$ cat src/rtl/alu_cmd_issue.sv
// alu_cmd_issue: buffers {a, b, op} commands in a small FIFO, presents the head
// to an external combinational ALU, and captures the ALU result into a
// registered output slot with its own valid/ready handshake.
module alu_cmd_issue #(
  parameter  int DEPTH = 4,
  localparam int AW    = $clog2(DEPTH),
  localparam int CW    = $clog2(DEPTH) + 1
) (
  input  logic          clk,
  input  logic          reset,
  input  logic          cmd_valid_i,
  output logic          cmd_ready_o,
  input  logic [7:0]    cmd_a_i,
  input  logic [7:0]    cmd_b_i,
  input  logic [2:0]    cmd_op_i,
  output logic [7:0]    alu_a_o,
  output logic [7:0]    alu_b_o,
  output logic [2:0]    alu_op_o,
  input  logic [7:0]    alu_res_i,
  output logic          res_valid_o,
  input  logic          res_ready_i,
  output logic [7:0]    res_data_o,
  output logic [2:0]    res_op_o,
  output logic [CW-1:0] count_o
);

  typedef struct packed {
    logic [7:0] a;
    logic [7:0] b;
    logic [2:0] op;
  } cmd_t;

  cmd_t          mem [DEPTH];
  cmd_t          head;
  logic [AW-1:0] wr_ptr, rd_ptr;
  logic          not_empty, slot_free, push, issue;

  // Ready depends only on registered occupancy, so a full FIFO refuses a push
  // even when the head is leaving in the same cycle.
  assign not_empty   = (count_o != '0);
  assign cmd_ready_o = (count_o != CW'(DEPTH));
  assign push        = cmd_valid_i & cmd_ready_o;
  assign slot_free   = ~res_valid_o | res_ready_i;
  assign issue       = not_empty & slot_free;

  // Head is read straight from storage; zeroed when empty so the ALU sees a
  // quiet, deterministic input instead of stale entries.
  assign head     = mem[rd_ptr];
  assign alu_a_o  = not_empty ? head.a  : '0;
  assign alu_b_o  = not_empty ? head.b  : '0;
  assign alu_op_o = not_empty ? head.op : '0;

  // Storage write; contents need no reset since occupancy gates every read.
  always_ff @(posedge clk) begin
    if (push) mem[wr_ptr] <= '{a: cmd_a_i, b: cmd_b_i, op: cmd_op_i};
  end

  // Pointers and occupancy; pointers wrap naturally at DEPTH (power of 2).
  always_ff @(posedge clk or posedge reset) begin
    if (reset) begin
      wr_ptr  <= '0;
      rd_ptr  <= '0;
      count_o <= '0;
    end else begin
      if (push)  wr_ptr <= wr_ptr + 1'b1;
      if (issue) rd_ptr <= rd_ptr + 1'b1;
      count_o <= count_o + CW'(push) - CW'(issue);
    end
  end

  // Result slot: load on issue, otherwise drain on consumer accept; data and
  // opcode hold whenever no new result is loaded.
  always_ff @(posedge clk or posedge reset) begin
    if (reset) begin
      res_valid_o <= 1'b0;
      res_data_o  <= '0;
      res_op_o    <= '0;
    end else if (issue) begin
      res_valid_o <= 1'b1;
      res_data_o  <= alu_res_i;
      res_op_o    <= alu_op_o;
    end else if (res_ready_i) begin
      res_valid_o <= 1'b0;
    end
  end

endmodule

$ cat config.mk
export PLATFORM = sky130hd
export DESIGN_NAME = alu_cmd_issue
export DESIGN_NICKNAME = d
export VERILOG_FILES = /design/src/rtl/alu_cmd_issue.sv
export SDC_FILE = /design/constraint.sdc
export NUM_CORES = 1
export LEC_CHECK = 0
export BUFFER_PORTS_ARGS = -buffer_cell sky130_fd_sc_hd__buf_2
export CAP_MARGIN = 20
export CORE_ASPECT_RATIO = 0.5
export CORE_MARGIN = 5
export CORE_UTILIZATION = 40
export DETAILED_ROUTE_END_ITERATION = 10
export GPL_TIMING_DRIVEN = 1
export PLACE_DENSITY = 0.61
export SYNTH_ARGS = -nofsm -noshare
export SYNTH_HDL_FRONTEND = slang
export SYNTH_SLANG_ARGS = --single-unit
$ cat constraint.sdc
create_clock -name clk -period 3.6 [get_ports clk]
set_clock_uncertainty 0.15 [all_clocks]
set_input_delay 0.54 -clock clk [delete_from_list [all_inputs] [get_ports clk]]
set_output_delay 0.54 -clock clk [all_outputs]
set_load 0.02 [all_outputs]
==> results.py, run 1 <==
metrics = {
    "floorplan": {
        "die_x_um": 146.7,
        "initial_utilization_pct": 41.93,
        "coreArea_um2": 8919,
        "dieArea_um2": 11500,
        "die_h_um": 78.37,
        "rows": 24,
        "design.portCount": 66,
    },
    "yosys": {
        "synth_compound_area_share_pct": 0,
        "synth.area.top_cells": "edfxtp_1 (61%), dfrtp_1 (13%), mux4_2 (11%)",
        "async_reset_ff_share_pct": 20.00,
        "syn_area_um2": 3740,
        "synthSimpleGateAreaFrac_pct": 5.520,
        "synth_top_family_by_area": "multiplexers",
        "synth-edff-count": 76,
        "synth_nets": 220,
        "synth_warnings": 0,
        "synth_ff_type": "edfxtp_1",
        "synth_mux_area_share_pct": 15.26,
        "synth_cells": 182,
        "synth_largest_area_cell": "edfxtp_1",
        "yosysMostFrequentCell": "edfxtp_1",
        "yosysSeqAreaShare_pct": 73.74,
        "synth_top_area_share_pct": 61.02,
        "synth-seq-cells": 95,
        "synth_xor_xnor_area_share_pct": 1.171,
        "yosysUniqueCellTypes": 25,
        "synthAdderAreaFrac_pct": 2.543,
        "avgSynthCellArea_um2": 20.55,
        "synth_commonest_cells": "edfxtp_1 (76), dfrtp_1 (19), nor2b_1 (19)",
    },
    "worst_setup_path": {
        "cp-end-kind": "output pin",
        "r2r.worst_path.cells": 10,
        "required_ns": 2.91,
        "critPathMaxFanout": 20,
        "r2r_end": "count_o[2]$_DFF_PP0_",
        "crit_type": "flop to output pin",
        "r2r-start": "count_o[1]$_DFF_PP0_",
        "r2r_setup_slack_ns": 1.02,
        "cp.arrival_ns": 2.02,
        "start_kind": "flop",
    },
    "placement": {
        "place_ws_ns": 1.014,
        "io_buffers": 65,
        "postPlaceCellArea_um2": 4208,
        "hpwl_um": 4238,
        "dp.cells": 361,
        "gp_congestion": 0.6289,
    },
    "finish": {
        "seq_area_um2": 2758,
        "area_growth_pct": 20.34,
        "fin_nets": 293,
        "multiInputGateArea_um2": 922.1,
        "final_area_um2": 4501,
        "fill_cells": 744,
        "fin_cells": 377,
        "layout-drive-gt1-share_pct": 45.77,
        "antennaDiodeCount": 0,
    },
    "drt": {
        "routed_wl_um": 6569,
        "drtAntennaViolNets": 0,
        "drt-wirelength-per-cell_um": 17.42,
        "drtIter0Drc": 82,
        "routed-via-count": 1825,
        "drt_pass1_iterations": 4,
        "drc": 0,
        "viasPerCell": 4.841,
    },
    "timing": {
        "fmaxAchievable_mhz": 368.5,
        "final.min_clock_period_ns": 2.714,
        "maxSlewViolCount": 0,
        "finalWorstSetupSlack_ns": 0.8862,
        "finalSetupViolations": 0,
        "tns_ns": 0,
        "period_share_pct": 75.38,
        "worst_pin_slew_ns": 0.9097,
        "final_hold_viol_count": 0,
        "rsz0062_at_grt": "false",
        "max_slew_margin_pct": 39.35,
        "fin_worst_hold_slack_ns": 0.1740,
    },
    "clocking": {
        "cts_root_buffer": "clkbuf_16",
        "cts_tree": "built",
        "cts_setup_buffers": 0,
        "htreeDepth": 3,
        "cts_resized": 0,
        "clkSinkCount": 95,
        "max-clock-path-buffers": 2,
        "clock_latency_ns": 0.33,
        "cts_buffers": 9,
        "path_clk_slew_ns": 0.07,
        "hold_buffers": 0,
    },
    "pwr": {
        "p_sw_mw": 1.395,
        "clockPowerShare_pct": 22.5,
        "internal-power_mw": 2.621,
        "p_leak_nw": 1.709,
        "p_comb_share_pct": 36.9,
        "pwr-share-seq_pct": 40.6,
        "p_sw_share_pct": 34.74,
        "pwr_density_cell_nw_per_um2": 892.3,
        "peakVddDrop_uv": 249.7,
    },
    "worst_hold_path": {
        "hold_path_class": "input port to asynchronous set/reset pin",
    },
    "run_status": {
        "outcome": "completed",
    },
    "global_route": {
        "grt_pass1_wl_um": 10540,
        "overflow": 0,
        "track_usage_pct": 12.21,
        "antenna_found_initial": 1,
        "grt_pass1_vias": 2005,
        "grt_max_degree": 23,
    },
    "run": {
        "maxCapViolCount": 0,
    },
}
-- flip-flops by register name, summed over array words and instances (netlist names) --
| name | flops |
|---|---|
| mem | 76 |
| res_data_o | 8 |
| count_o | 3 |
| res_op_o | 3 |
| rd_ptr | 2 |
| wr_ptr | 2 |
| res_valid_o | 1 |
-- cell type report --
| type | instances | share of cell area (%) |
|---|---|---|
| clock buffers | 9 | 5.004 |
| clock inverters | 7 | 1.501 |
| inverters | 7 | 0.5838 |
| multi-input cells | 73 | 20.49 |
| flip-flops and latches | 95 | 61.27 |
| well taps | 117 | 3.253 |
| repair buffers | 69 | 7.895 |
-- per-layer routing --
| layer | track usage (%) | wire (um) | part of all wire [%] |
|---|---|---|---|
| met2 | 20.51 | 3175 | 48 |
| met1 | 14.44 | 2838 | 43 |
| met3 | 4.488 | 436 | 6.6 |
| met5 | 0 | 7 | 0.11 |
| met4 | 5.066 | 111 | 1.7 |
-- worst max-delay path, stage by stage, from the launching register on --
cell and delay, ns:
dfrtp_1 0.94, mux4_2 0.41, nor2b_1 0.16, buf_2 0.17
-- power groups by stage --
stage / sequential, mW / combinational [mW] / clock (mW)
CTS: 1.64 / 1.53 / 0.929
detailed placement: 1.66 / 1.52 / 0
global route: 1.67 / 1.61 / 0.970
finish: 1.63 / 1.48 / 0.902
floorplan: 1.68 / 1.00 / 0
global placement: 1.64 / 1.50 / 0
-- kinds of logic (layout without fill, tap and decap cells) --
family                     count (synthesis)  count (layout)
and+or+nand+nor                           30              30
muxes                                     31              31
xor gates and xnor gates                   5               5
buffers and inverters                     14              92
adders and majority gates                  7               7
DFF                                       95              95
-- placed cells by master, fill, tap and decap left out, drive strengths merged --
master    count
edfxtp       76
buf          69
nor2b        20
dfrtp        19
mux4         19
mux2         12
inv          10
clkbuf        9
ha            6
and3          4
xnor2         3
clkinv        3
xor2          2
nor3          1
nand2b        1
or3b          1
and2          1
nand2         1
and3b         1
fa            1
clkinvlp      1
-- per-stage QoR --
step                total power [mW]  util [%]
detailed placement             3.182     47.18
global placement               3.145     47.18
floorplan                      2.684         -
finish                         4.016     50.46
global route                   4.252     50.46
CTS                            4.094     50.46
-- worst max path at each step --
stage | startpoint | to | slack [ns] | depth (start not counted)
after CTS | rd_ptr[1]$_DFFE_PP0P_ | alu_b_o[6] | 0.82 | 3
after global placement | count_o[1]$_DFF_PP0_ | count_o[2]$_DFF_PP0_ | 1.13 | 10
after global routing | rd_ptr[1]$_DFFE_PP0P_ | alu_a_o[6] | 0.74 | 3
after detailed placement | count_o[1]$_DFF_PP0_ | count_o[2]$_DFF_PP0_ | 1.01 | 10
after floorplan | count_o[1]$_DFF_PP0_ | count_o[2]$_DFF_PP0_ | 1.03 | 10
final | rd_ptr[1]$_DFFE_PP0P_ | alu_b_o[6] | 0.89 | 3
Power figures use the tool's default switching activity.
==> inputs of run 2 (changes only) <==
--- a/config.mk
+++ b/config.mk
@@ -5,6 +5,7 @@
 export SDC_FILE = /design/constraint.sdc
 export NUM_CORES = 1
 export LEC_CHECK = 0
+export ABC_AREA = 1
 export BUFFER_PORTS_ARGS = -buffer_cell sky130_fd_sc_hd__buf_2
 export CAP_MARGIN = 20
 export CORE_ASPECT_RATIO = 0.5
@@ -12,7 +13,7 @@
 export CORE_UTILIZATION = 40
 export DETAILED_ROUTE_END_ITERATION = 10
 export GPL_TIMING_DRIVEN = 1
-export PLACE_DENSITY = 0.61
+export PLACE_DENSITY = 0.63
 export SYNTH_ARGS = -nofsm -noshare
 export SYNTH_HDL_FRONTEND = slang
 export SYNTH_SLANG_ARGS = --single-unit
==> constraint.sdc (replaced) <==
create_clock -name clk -period 2.3 [get_ports clk]
set_clock_uncertainty 0.15 [all_clocks]
set_input_delay 0.345 -clock clk [delete_from_list [all_inputs] [get_ports clk]]
set_output_delay 0.345 -clock clk [all_outputs]
set_load 0.02 [all_outputs]
==> results.py, run 2 <==
metrics = {
    "run_status": {
        "outcome": "completed",
    },
    "floorplan": {
        "dieArea_um2": 12150,
        "initial_utilization_pct": 41.53,
        "die_x_um": 151.0,
        "die_h_um": 80.49,
        "coreArea_um2": 9572,
        "rows": 25,
        "design.portCount": 66,
    },
    "finish": {
        "fin_nets": 484,
        "final_cell_mix": "nand2_1 (149), edfxtp_1 (76), buf_2 (65)",
        "area_growth_pct": 20.96,
        "fin_cells": 585,
        "fill_cells": 890,
        "largest_reg_flops": 76,
        "largest_register": "mem",
        "seq_area_um2": 2758,
        "largestRegisters": "mem: 76 flops, res_data_o: 8 flops",
        "final_common_cell": "nand2_1",
        "multiInputGateArea_um2": 968.4,
        "layout-drive-gt1-share_pct": 21.33,
        "antennaDiodeCount": 0,
    },
    "timing": {
        "fmaxAchievable_mhz": 461.7,
        "tns_ns": 0,
        "final_hold_viol_count": 0,
        "maxSlewViolCount": 0,
        "max_slew_margin_pct": 53.15,
        "fin_worst_hold_slack_ns": 0.05152,
        "finalSetupViolations": 0,
        "rsz0062_at_grt": "false",
        "final.min_clock_period_ns": 2.166,
        "worst_pin_slew_ns": 0.7020,
        "period_share_pct": 94.17,
        "finalWorstSetupSlack_ns": 0.1340,
    },
    "yosys": {
        "yosysMostFrequentCell": "nand2_1",
        "synth-edff-count": 76,
        "synth-seq-cells": 95,
        "synth_commonest_cells": "nand2_1 (149), edfxtp_1 (76), inv_1 (46)",
        "synth_largest_area_cell": "edfxtp_1",
        "yosysSeqAreaShare_pct": 69.37,
        "avgSynthCellArea_um2": 10.66,
        "synth_nets": 411,
        "syn_area_um2": 3975,
        "synth.area.top_cells": "edfxtp_1 (57%), nand2_1 (14%), dfrtp_1 (12%)",
        "synth_warnings": 0,
        "synth_top_area_share_pct": 57.41,
        "synth_ff_type": "edfxtp_1",
        "async_reset_ff_share_pct": 20.00,
        "yosysUniqueCellTypes": 18,
        "synth_cells": 373,
    },
    "global_route": {
        "grt_pass1_vias": 2440,
        "antenna_found_initial": 0,
        "grt_pass1_wl_um": 12160,
        "track_usage_pct": 13.45,
        "overflow": 0,
        "grt_max_degree": 40,
    },
    "pwr": {
        "total_power_mw": 6.701,
        "p_leak_nw": 2.197,
        "pwr_density_cell_nw_per_um2": 1394,
        "peakVddDrop_uv": 407.0,
    },
    "clocking": {
        "cts_tree": "built",
        "clock_latency_ns": 0.34,
        "cts_setup_buffers": 0,
        "max-clock-path-buffers": 2,
        "htreeDepth": 3,
        "path_clk_slew_ns": 0.07,
        "cts_root_buffer": "clkbuf_16",
        "cts_buffers": 9,
        "clkSinkCount": 95,
    },
    "run": {
        "maxCapViolCount": 0,
    },
    "worst_hold_path": {
        "hold_path_class": "input port to flop",
    },
    "worst_setup_path": {
        "path_common_cell": "nand2_1",
        "start_kind": "flop",
        "critPathMaxFanout": 39,
        "path_cells": "buf_6 -> nand2_1 -> nand2_1 -> nand2_1 -> a21oi_1 -> buf_2",
        "cp-end-kind": "output pin",
        "crit_type": "flop to output pin",
        "cpPeakStageDelay_ns": 0.41,
        "required_ns": 1.80,
        "crit_buf_inv": 2,
        "cp.arrival_ns": 1.67,
        "critical_path.top_delay_family": "buffers and inverters",
        "crit_slowest_cell": "dfrtp_1",
    },
    "placement": {
        "io_buffers": 65,
        "place_ws_ns": 0.2090,
        "dp.cells": 569,
        "hpwl_um": 4691,
        "gp_congestion": 0.7419,
    },
    "drt": {
        "routed-via-count": 2576,
        "drc": 0,
        "drtAntennaViolNets": 0,
        "drt_pass1_iterations": 4,
        "viasPerCell": 4.403,
        "drtIter0Drc": 70,
        "routed_wl_um": 7650,
        "drt-wirelength-per-cell_um": 13.08,
    },
}
## run 2: cell types whose count changed in the layout (fill, tap and decap cells not counted), sizes merged, moves of 7 or more
cell	previous run	this run
nand2	1	150
inv	10	50
nand3	0	26
nor2b	20	0
mux4	19	0
a21oi	0	17
mux2	12	0
nor2	0	9
buf	69	76
## run 2: logic make-up (layout without fill, tap and decap cells)
family	Yosys count	after routing	share of synthesized area [%]
buf+inv	63	140	6.515
compound gates	18	18	2.266
fa+ha+maj	7	7	2.392
flops	95	95	69.37
simple gates	185	185	18.35
xor+xnor	5	5	1.102
## run 2: timing repair
action | CTS | global route
setup endpoints to repair | 0 | 17
hold endpoints to repair | 19 | 0
gates resized for setup | 0 | 3
hold buffers | 1 | 0
## run 2: power breakdown
| group | internal (mW) | switching, mW | total, mW | leakage (nW) |
|---|---|---|---|---|
| clock | 0.843 | 0.603 | 1.45 | 0.140 |
| combinational | 0.903 | 1.88 | 2.78 | 1.13 |
| sequential | 2.31 | 0.156 | 2.47 | 0.922 |
## run 2: cell type report
type                    instances  share of cell area (%)
repair buffers                 77                   9.107
clock buffers                   9                   4.684
clock inverters                 6                   1.405
well taps                     135                   3.513
multi-input cells             215                   20.14
flip-flops and latches         95                   57.35
inverters                      48                   3.799
## run 2: worst paths after layout
| path | start | endpoint | slack [ns] | depth (start not counted) |
|---|---|---|---|---|
| setup / recovery | rd_ptr[0]$_DFFE_PP0P_ | alu_a_o[5] | 0.13 | 6 |
| hold / removal | alu_res_i[4] | res_data_o[4]$_DFFE_PP0P_ | 0.05 | 3 |
| setup reg to reg | count_o[1]$_DFF_PP0_ | count_o[2]$_DFF_PP0_ | 0.21 | 9 |
| hold reg to reg | res_data_o[0]$_DFFE_PP0P_ | res_data_o[0]$_DFFE_PP0P_ | 0.32 | 2 |
| max in group asynchronous | reset | res_data_o[0]$_DFFE_PP0P_ | 1.04 | 3 |
| min in group asynchronous | reset | count_o[1]$_DFF_PP0_ | 0.51 | 3 |
## run 2: worst min-delay path, delay by kind of cell
kind                   cells  cell delay, ns
and+or+nand+nor            2            0.09
buffers and inverters      1            0.07
## run 2: layer usage
metal  wire length, um  track usage [%]  share of wire [%]
met1              3311            15.92                 43
met2              3718            23.08                 49
met3               587            4.679                7.7
met4                34            4.430               0.44
met5                 0                0                  0
## run 2: stage by stage
stage	instance area (um^2)	utilization, %
after global routing	4808	50.24
after global placement	4496	46.97
final	4808	50.24
after detailed placement	4496	46.97
after CTS	4798	50.13
after floorplan	3975	-
==> inputs of run 3 (changes only) <==
--- a/config.mk
+++ b/config.mk
@@ -13,6 +13,7 @@
 export CORE_UTILIZATION = 40
 export DETAILED_ROUTE_END_ITERATION = 10
 export GPL_TIMING_DRIVEN = 1
+export MAX_ROUTING_LAYER = met4
 export PLACE_DENSITY = 0.63
 export SYNTH_ARGS = -nofsm -noshare
 export SYNTH_HDL_FRONTEND = slang
==> results.py, run 3 (synthesis results as in run 2) <==
metrics = {
    "clocking": {
        "max-clock-path-buffers": 2,
        "cts_setup_buffers": 0,
        "clock_latency_ns": 0.34,
        "cts_root_buffer": "clkbuf_16",
        "htreeDepth": 3,
        "clkSinkCount": 95,
        "cts_tree": "built",
        "cts_buffers": 9,
        "path_clk_slew_ns": 0.07,
    },
    "worst_setup_path": {
        "cp.arrival_ns": 1.67,
        "start_kind": "flop",
        "cp-end-kind": "output pin",
        "required_ns": 1.80,
        "critPathMaxFanout": 39,
        "path_cells": "buf_6 -> nand2_1 -> nand2_1 -> nand2_1 -> a21oi_1 -> buf_2",
        "r2r.worst_path.cells": 9,
        "crit_type": "flop to output pin",
        "worstSetupStartpoint": "rd_ptr[0]$_DFFE_PP0P_",
        "cpPeakStageDelay_ns": 0.41,
        "r2r_end": "count_o[2]$_DFF_PP0_",
        "r2r-start": "count_o[1]$_DFF_PP0_",
        "r2r_setup_slack_ns": 0.21,
        "crit_slowest_cell": "dfrtp_1",
        "path_common_cell": "nand2_1",
    },
    "timing": {
        "max_slew_margin_pct": 53.19,
        "finalSetupViolations": 0,
        "fin_worst_hold_slack_ns": 0.05042,
        "rsz0062_at_grt": "false",
        "tns_ns": 0,
        "worst_pin_slew_ns": 0.7013,
        "final_hold_viol_count": 0,
        "fmaxAchievable_mhz": 460.9,
        "maxSlewViolCount": 0,
        "final.min_clock_period_ns": 2.170,
        "period_share_pct": 94.34,
    },
    "placement": {
        "postPlaceCellArea_um2": 4496,
        "dp.cells": 569,
        "gp_congestion": 0.7511,
        "hpwl_um": 4691,
        "io_buffers": 65,
    },
    "pwr": {
        "peakVddDrop_uv": 408.8,
        "p_leak_nw": 2.197,
        "pwr_density_cell_nw_per_um2": 1397,
    },
    "finish": {
        "final_common_cell": "nand2_1",
        "fin_nets": 484,
        "fin_util_pct": 50.24,
        "largest_reg_flops": 76,
        "final_area_um2": 4808,
        "area_growth_pct": 20.96,
        "fin_cells": 585,
        "layout-drive-gt1-share_pct": 21.33,
        "largest_register": "mem",
        "antennaDiodeCount": 0,
        "largestRegisters": "mem: 76 flops, res_data_o: 8 flops",
        "fill_cells": 890,
        "final_cell_mix": "nand2_1 (149), edfxtp_1 (76), buf_2 (65)",
    },
    "worst_hold_path": {
        "worstHoldEndpoint": "res_data_o[4]$_DFFE_PP0P_",
        "holdCritStartpoint": "alu_res_i[4]",
        "hold_depth": 3,
        "hold_path_class": "input port to flop",
    },
    "floorplan": {
        "die_x_um": 151.0,
        "design.portCount": 66,
        "dieArea_um2": 12150,
        "rows": 25,
        "die_h_um": 80.49,
        "initial_utilization_pct": 41.53,
        "coreArea_um2": 9572,
    },
    "global_route": {
        "overflow": 0,
        "grt_pass1_vias": 2449,
        "track_usage_pct": 13.78,
        "grt_max_degree": 40,
        "grt_pass1_wl_um": 12140,
        "antenna_found_initial": 0,
    },
    "drt": {
        "drt_pass1_iterations": 4,
        "drtIter0Drc": 66,
        "viasPerCell": 4.421,
        "drt-wirelength-per-cell_um": 13.23,
        "drtAntennaViolNets": 0,
        "routed_wl_um": 7738,
        "routed-via-count": 2586,
        "drc": 0,
    },
    "run": {
        "maxCapViolCount": 0,
    },
    "run_status": {
        "outcome": "completed",
    },
}
-- run 3: worst max-delay path, delay by kind of cell (launching register included) --
family          cells  cell delay (ns)
compound gates      1             0.19
flops               1             0.41
simple gates        3             0.21
buf+inv             2             0.51
-- run 3: worst max path at each step --
stage / slack [ns] / cells past startpoint / to
4_1_cts: 0.06 / 6 / alu_a_o[5]
6_report: 0.13 / 6 / alu_a_o[5]
5_1_grt: 0.008 / 6 / alu_a_o[5]
3_3_place_gp: 0.30 / 9 / count_o[2]$_DFF_PP0_
2_1_floorplan: -0.08 / 4 / mem[0][0]$_DFFE_PP_
3_5_place_dp: 0.21 / 9 / count_o[2]$_DFF_PP0_
-- run 3: power by group --
group | internal [mW] | total (mW) | switching, mW
logic | 0.903 | 2.80 | 1.89
clock network | 0.843 | 1.45 | 0.609
registers | 2.31 | 2.47 | 0.156
total | 4.06 | 6.72 | 2.66
-- run 3: per-layer routing --
layer | up-vias | part of all wire [%] | global-route usage [%]
met5 | - | 0 | -
met4 | 0 | 0.78 | 4.430
met3 | 5 | 6.0 | 4.228
met2 | 67 | 48 | 23.12
met1 | 1179 | 45 | 16.06
li1 | 1335 | - | -
-- run 3: through the flow --
step | worst slack (ns) | power, mW
after detailed placement | 0.2090 | 5.318
after floorplan | -0.07593 | 4.380
after global routing | 0.007990 | 7.185
final | 0.1302 | 6.717
after global placement | 0.2979 | 5.282
after CTS | 0.06061 | 6.783
-- run 3: layout make-up --
type	instances	area (um^2)	share of cell area, %
clock buffers	9	225.2	4.684
well taps	135	168.9	3.513
inverters	48	182.7	3.799
repair buffers	77	437.9	9.107
clock inverters	6	67.56	1.405
flip-flops and latches	95	2758	57.35
multi-input cells	215	968.4	20.14
-- run 3: what timing repair did --
action | in CTS | in global routing
gates resized for setup | 0 | 3
hold buffers | 1 | 0
endpoints found under the setup margin | 0 | 16
hold endpoints to repair | 19 | 0
